===== src/rtl/msg_dispatch_pkg.sv =====
// Shared constants and round-robin pick helper for the message request dispatcher.
package msg_dispatch_pkg;

  localparam logic KIND_MSG  = 1'b0;
  localparam logic KIND_BKPT = 1'b1;

  localparam int unsigned MAX_THREADS = 16;

  // One-hot grant of the first set req bit at or after ptr, scanning n entries circularly.
  function automatic logic [MAX_THREADS-1:0] rr_pick(input logic [MAX_THREADS-1:0] req,
                                                     input logic [3:0]             ptr,
                                                     input int unsigned            n);
    logic [MAX_THREADS-1:0] gnt;
    logic                   found;
    int unsigned            j;
    gnt   = '0;
    found = 1'b0;
    for (int unsigned i = 0; i < MAX_THREADS; i++) begin
      j = 32'(ptr) + i;
      if (j >= n) j = j - n;
      if (i < n && !found && req[j[3:0]]) begin
        gnt[j[3:0]] = 1'b1;
        found       = 1'b1;
      end
    end
    return gnt;
  endfunction

endpackage


===== src/rtl/rr_arbiter.sv =====
// Round-robin arbiter: picks the first requester at or after an internal pointer.
module rr_arbiter
  import msg_dispatch_pkg::*;
#(
  parameter  int unsigned N  = 4,
  localparam int unsigned IW = $clog2(N)
) (
  input  logic          CLK,
  input  logic          RESET,
  input  logic [N-1:0]  REQ,
  input  logic          ADV,
  output logic [N-1:0]  SEL,
  output logic [IW-1:0] IDX
);

  logic [IW-1:0]          ptr_q;
  logic [MAX_THREADS-1:0] req_ext;
  logic [3:0]             ptr_ext;
  logic [MAX_THREADS-1:0] gnt;
  logic                   unused_gnt;

  // Pointer moves past the winner only when the grant is actually taken.
  always_ff @(posedge CLK) begin
    if (RESET) begin
      ptr_q <= '0;
    end else if (ADV) begin
      ptr_q <= (IDX == IW'(N - 1)) ? '0 : IDX + IW'(1);
    end
  end

  // Widen to the helper's fixed width, pick, then encode the one-hot winner.
  always_comb begin
    req_ext            = '0;
    req_ext[N-1:0]     = REQ;
    ptr_ext            = '0;
    ptr_ext[IW-1:0]    = ptr_q;
    gnt                = rr_pick(req_ext, ptr_ext, N);
    SEL                = gnt[N-1:0];
    IDX                = '0;
    for (int i = 0; i < int'(N); i++) begin
      if (SEL[i]) IDX = IW'(i);
    end
  end

  // Upper grant bits are always zero when N < MAX_THREADS.
  assign unused_gnt = ^gnt;

endmodule


===== src/rtl/msg_request_dispatcher.sv =====
// N-thread front end: per-thread message queues, sticky breakpoint flags, RR grant to the uC.
module msg_request_dispatcher
  import msg_dispatch_pkg::*;
#(
  parameter  int unsigned THREADS = 4,
  parameter  int unsigned PW      = 64,
  parameter  int unsigned DEPTH   = 4,
  localparam int unsigned TW      = $clog2(THREADS)
) (
  input  logic                         CLK,
  input  logic                         RESET,
  input  logic [THREADS-1:0]           EUREQ,
  input  logic [THREADS-1:0][PW-1:0]   EUPARAM,
  output logic [THREADS-1:0]           EUFULL,
  input  logic [THREADS-1:0]           BKPT,
  output logic [1:0]                   REQ,
  input  logic [1:0]                   ACK,
  output logic                         VALID,
  output logic                         KIND,
  output logic [TW-1:0]                THREAD,
  output logic [PW-1:0]                PARAM,
  output logic [THREADS-1:0]           OVERFLOW,
  input  logic                         CLROVF
);

  localparam int unsigned AW = $clog2(DEPTH);

  logic [THREADS-1:0] nonempty, full, pop, push_ok, ovf_set;
  logic [PW-1:0]      head [THREADS];
  logic [THREADS-1:0] flags_q, flags_d, ovf_q, ovf_d;
  logic [THREADS-1:0] msg_sel, bkpt_sel;
  logic [TW-1:0]      msg_idx, bkpt_idx;
  logic               msg_grant, bkpt_grant;
  logic               valid_q, kind_q;
  logic [TW-1:0]      thread_q;
  logic [PW-1:0]      param_q;

  // Breakpoint class wins a simultaneous acknowledge; ACKs with nothing pending are ignored.
  always_comb begin
    bkpt_grant = ACK[1] & (|flags_q);
    msg_grant  = ACK[0] & (|nonempty) & ~bkpt_grant;
    pop        = msg_grant ? msg_sel : '0;
    // A push into a full queue is fine when the same queue is popped this cycle.
    push_ok    = EUREQ & (~full | pop);
    ovf_set    = EUREQ & full & ~pop;
    flags_d    = (flags_q & ~(bkpt_grant ? bkpt_sel : '0)) | BKPT;
    ovf_d      = (ovf_q & {THREADS{~CLROVF}}) | ovf_set;
  end

  for (genvar t = 0; t < THREADS; t++) begin : g_queue
    logic [PW-1:0] mem_q [DEPTH];
    logic [AW:0]   wptr_q, rptr_q;

    // Extra pointer MSB distinguishes full from empty.
    always_ff @(posedge CLK) begin
      if (RESET) begin
        wptr_q <= '0;
        rptr_q <= '0;
      end else begin
        if (push_ok[t]) wptr_q <= wptr_q + (AW + 1)'(1);
        if (pop[t])     rptr_q <= rptr_q + (AW + 1)'(1);
      end
    end

    // Storage needs no reset; pointers define validity.
    always_ff @(posedge CLK) begin
      if (push_ok[t]) mem_q[wptr_q[AW-1:0]] <= EUPARAM[t];
    end

    assign nonempty[t] = (wptr_q != rptr_q);
    assign full[t]     = (wptr_q[AW] != rptr_q[AW]) && (wptr_q[AW-1:0] == rptr_q[AW-1:0]);
    assign head[t]     = mem_q[rptr_q[AW-1:0]];
  end

  rr_arbiter #(.N(THREADS)) u_msg_arb (
    .CLK   (CLK),
    .RESET (RESET),
    .REQ   (nonempty),
    .ADV   (msg_grant),
    .SEL   (msg_sel),
    .IDX   (msg_idx)
  );

  rr_arbiter #(.N(THREADS)) u_bkpt_arb (
    .CLK   (CLK),
    .RESET (RESET),
    .REQ   (flags_q),
    .ADV   (bkpt_grant),
    .SEL   (bkpt_sel),
    .IDX   (bkpt_idx)
  );

  // Sticky breakpoint flags and overflow bits; set beats clear in both.
  always_ff @(posedge CLK) begin
    if (RESET) begin
      flags_q <= '0;
      ovf_q   <= '0;
    end else begin
      flags_q <= flags_d;
      ovf_q   <= ovf_d;
    end
  end

  // Grant result register: VALID pulses, THREAD/KIND/PARAM hold between grants.
  always_ff @(posedge CLK) begin
    if (RESET) begin
      valid_q  <= 1'b0;
      kind_q   <= KIND_MSG;
      thread_q <= '0;
      param_q  <= '0;
    end else begin
      valid_q <= msg_grant | bkpt_grant;
      if (bkpt_grant) begin
        kind_q   <= KIND_BKPT;
        thread_q <= bkpt_idx;
      end else if (msg_grant) begin
        kind_q   <= KIND_MSG;
        thread_q <= msg_idx;
        param_q  <= head[msg_idx];
      end
    end
  end

  assign REQ      = {|flags_q, |nonempty};
  assign EUFULL   = full;
  assign OVERFLOW = ovf_q;
  assign VALID    = valid_q;
  assign KIND     = kind_q;
  assign THREAD   = thread_q;
  assign PARAM    = param_q;

endmodule


===== config.mk =====
export PLATFORM = sky130hd
export DESIGN_NAME = msg_request_dispatcher
export DESIGN_NICKNAME = d
export VERILOG_FILES = /design/src/rtl/msg_dispatch_pkg.sv /design/src/rtl/rr_arbiter.sv /design/src/rtl/msg_request_dispatcher.sv
export SDC_FILE = /design/constraint.sdc
export NUM_CORES = 1
export LEC_CHECK = 0
export ABC_AREA = 1
export CORE_ASPECT_RATIO = 0.5
export CORE_MARGIN = 8
export CORE_UTILIZATION = 60
export CTS_BUF_LIST = sky130_fd_sc_hd__clkbuf_8
export CTS_CLUSTER_DIAMETER = 150
export DETAILED_ROUTE_END_ITERATION = 8
export GPL_TIMING_DRIVEN = 0
export PLACE_DENSITY_LB_ADDON = 0.08
export SYNTH_ARGS = -nofsm -noshare
export SYNTH_HDL_FRONTEND = slang
export SYNTH_SLANG_ARGS = --single-unit

===== constraint.sdc =====
create_clock -name CLK -period 10.6 [get_ports CLK]
set_input_delay 2.12 -clock CLK [delete_from_list [all_inputs] [get_ports CLK]]
set_output_delay 2.12 -clock CLK [all_outputs]
set_load 0.05 [all_outputs]

==> impl_metrics.py <==
metrics = {
    "timing": {
        "setup_viol": 0,
        "rsz0062_at_grt": "no",
        "period_needed_ps": 5000,
        "slew_headroom_pct": 44.7,
        "timing.final.hold_violations": 0,
        "finalClockSkew_ps": 27.7,
        "fin_setup_tns_ps": 0,
        "worstMarginPinSlew_ps": 827,
        "fin_crit_sh_pct": 47.1,
        "slew_violations": 0,
        "fmax_mhz": 200,
    },
    "yosys": {
        "synth-edff-count": 1024,
        "synth_cell_types": 32,
        "synth-seq-cells": 1136,
        "synth-main-ff-cell": "edfxtp_1",
        "ys_seq_area_share_pct": 70.8,
        "synth_area_um2": 46600,
        "synth_cells": 3722,
        "async_reset_ff_share_pct": 0,
        "syn_area_per_cell_um2": 12.5,
        "syn-num-nets": 4024,
        "ys_warn_count": 0,
    },
    "worst_setup_path": {
        "crit_fanout": 29,
        "startpoint_type": "primary input",
        "cp_data_required_time_ps": 11090,
        "crit_path_top_delay_cell": "nor2_4",
        "crit_path_max_incr_delay_ps": 630,
        "rr_endpoint": "g_queue[3].mem_q[1][41]",
        "reg2reg_from": "u_msg_arb.ptr_q[0]",
        "r2r_slack_ps": 6360,
        "cp_common_cell": "nand2_1",
        "rr_worst_depth": 14,
        "cp_cell_sequence": "clkdlybuf4s50_1 -> nand2_1 -> inv_1 -> nor2_4 -> nand2_1 -> nand2_1 -> nand2_1 -> nor2_4 -> buf_16 -> buf_12",
        "endpoint_kind": "register",
        "crit_arrival_ps": 5480,
        "criticalPathCategory": "in -> reg",
    },
    "route": {
        "num_vias": 32500,
        "post_drt_via_cell_ratio": 5.98,
        "drt-initial-drc-count": 4268,
        "wl_per_cell_um": 24.1,
        "first_pass_iters": 7,
        "ant_nets": 0,
        "post-route-drc-count": 0,
        "totalWireLength_mm": 131,
    },
    "cells_and_area": {
        "layout_common_cells": "1104 x nand2_1, 1024 x edfxtp_1, 346 x clkdlybuf4s50_1, 298 x a21oi_1, 256 x a32o_1",
        "layout-drive-gt1-share_pct": 11.9,
        "fin_util_pct": 71.5,
        "mostFrequentLayoutCell": "nand2_1",
        "fill_cells": 5302,
        "area_delta_synth_final_pct": 18.3,
        "layout.nets": 4562,
        "final_cells": 5438,
    },
    "cts": {
        "cts_setup_buffers": 0,
        "cts_hold_buf": 0,
        "numCtsBuffers": 155,
        "htree_levels": 4,
        "root_buffer": "clkbuf_8",
        "clk_latency_ps": 810,
        "clkSlewWorstSetupHoldPaths_ps": 70,
        "cts_resized": 0,
        "tritoncts": "done",
        "clockBufferDepth": 3,
        "numClockSinks": 1136,
    },
    "grt": {
        "grt_first_pass_wirelength_mm": 190,
        "grt_pass1_vias": 31000,
        "antenna_found_initial": 25,
        "grt-ovfl-total": 0,
        "grt_max_degree": 30,
        "track_usage_pct": 29.0,
    },
    "power": {
        "p_leak_nw": 19.7,
        "cellPowerDensity_nw_per_um2": 279,
        "finalPower_mw": 15.4,
        "vdd_drop_max_mv": 0.165,
    },
    "hold_path": {
        "hold_class": "reg -> reg",
        "hold_path_depth": 2,
        "hp-start": "OVERFLOW[3]",
        "hold_end": "OVERFLOW[3]",
    },
    "placed_design": {
        "globalplace.congestion": 0.899,
        "portBuffers": 346,
        "hpwl_mm": 91.2,
        "dp.cells": 5139,
    },
    "floorplan": {
        "die-area_um2": 87400,
        "pin_count": 347,
        "coreArea_um2": 77100,
        "placementRows": 72,
        "die_h_um": 213,
        "die_width_um": 410,
        "initial_core_util_pct": 60.4,
    },
    "outcome": {
        "status": "finished clean",
    },
    "flow_run": {
        "drv_cap": 0,
    },
}
-- cell families after synthesis --
group | count (synthesis) | share of synthesized area, %
adder cells (fa/ha/maj) | 33 | 0.886
XOR/XNOR | 4 | 0.0751
buffers and inverters | 327 | 3.12
AND/OR/NAND/NOR | 1508 | 14.2
AO/OA/AOI/OAI | 714 | 10.9
flip-flops | 1136 | 70.8
-- cell usage after synthesis (all sizes together), types with 4 or more instances --
library cell / count / share of area, %
inv: 69 / 0.56
nor3: 4 / 0.043
a21oi: 358 / 4.3
a32o: 256 / 5.5
clkbuf: 188 / 1.5
nand2: 1217 / 10
nor2: 51 / 0.53
buf: 68 / 1.0
o21ai: 98 / 1.1
nand3: 169 / 2.3
edfxtp: 1024 / 66
ha: 33 / 0.89
nand4: 65 / 0.87
dfxtp: 112 / 4.8
xor2: 4 / 0.075
-- per-layer routing --
metal	wire, um	vias up	global-route usage [%]	part of all wire [%]
li1	-	14700	-	-
met3	14500	178	6.16	11
met1	53000	15800	41.4	40
met2	60400	1841	44.7	46
met5	27	-	0	0.021
met4	3340	4	9.84	2.5
-- worst max-delay path, delay by kind of cell --
kind          cells  cell delay, ps
buf+inv           4            1050
simple gates      6            2250
-- state kept, by name (all words and copies together), names as in the netlist, named ones only --
signal and count:
g_queue.rptr_q 12, u_msg_arb.ptr_q 2, THREAD 2, VALID 1, PARAM 64, flags_q 4
OVERFLOW 4, KIND 1, g_queue.wptr_q 12, u_bkpt_arb.ptr_q 2, g_queue.mem_q 1024
-- metrics by stage --
step,setup WS [ps],cell area (um2),hold WS [ps]
after floorplan,4280,46600,454
after global placement,1090,51400,453
after detailed placement,4810,52300,457
after CTS,5680,55100,466
after global routing,5450,55200,484
final,5600,55200,465
-- worst max-delay path by stage --
stage                                   end  slack (ps)    from
floorplan            g_queue[3].mem_q[0][0]        4280  ACK[1]
global placement    g_queue[3].mem_q[2][28]        1090  ACK[1]
detailed placement  g_queue[3].mem_q[1][28]        4810  ACK[1]
CTS                 g_queue[3].mem_q[1][33]        5680  ACK[1]
global route        g_queue[3].mem_q[1][46]        5450  ACK[1]
finish              g_queue[3].mem_q[1][41]        5600  ACK[1]
-- where the power goes --
part	switching (mW)	total, mW	internal (mW)
Combinational	4.86	6.90	2.04
Sequential	0.134	5.34	5.21
Clock	1.63	3.14	1.50
Total	6.63	15.4	8.75
-- final cells by class --
class                      instances  area [um2]  share of cell area (%)
timing repair buffer             381        4270                    7.74
antenna                           21        52.6                  0.0953
clock buffer                     168        2310                    4.19
inverter                          71         267                   0.483
multi-input combinational       2259       12300                    22.3
sequential                      1136       33000                    59.8
buffer                           256        1190                    2.15
clock inverter                   110         502                   0.909
tap                             1036        1300                    2.35
No activity file was read; power rests on OpenSTA's default activity.
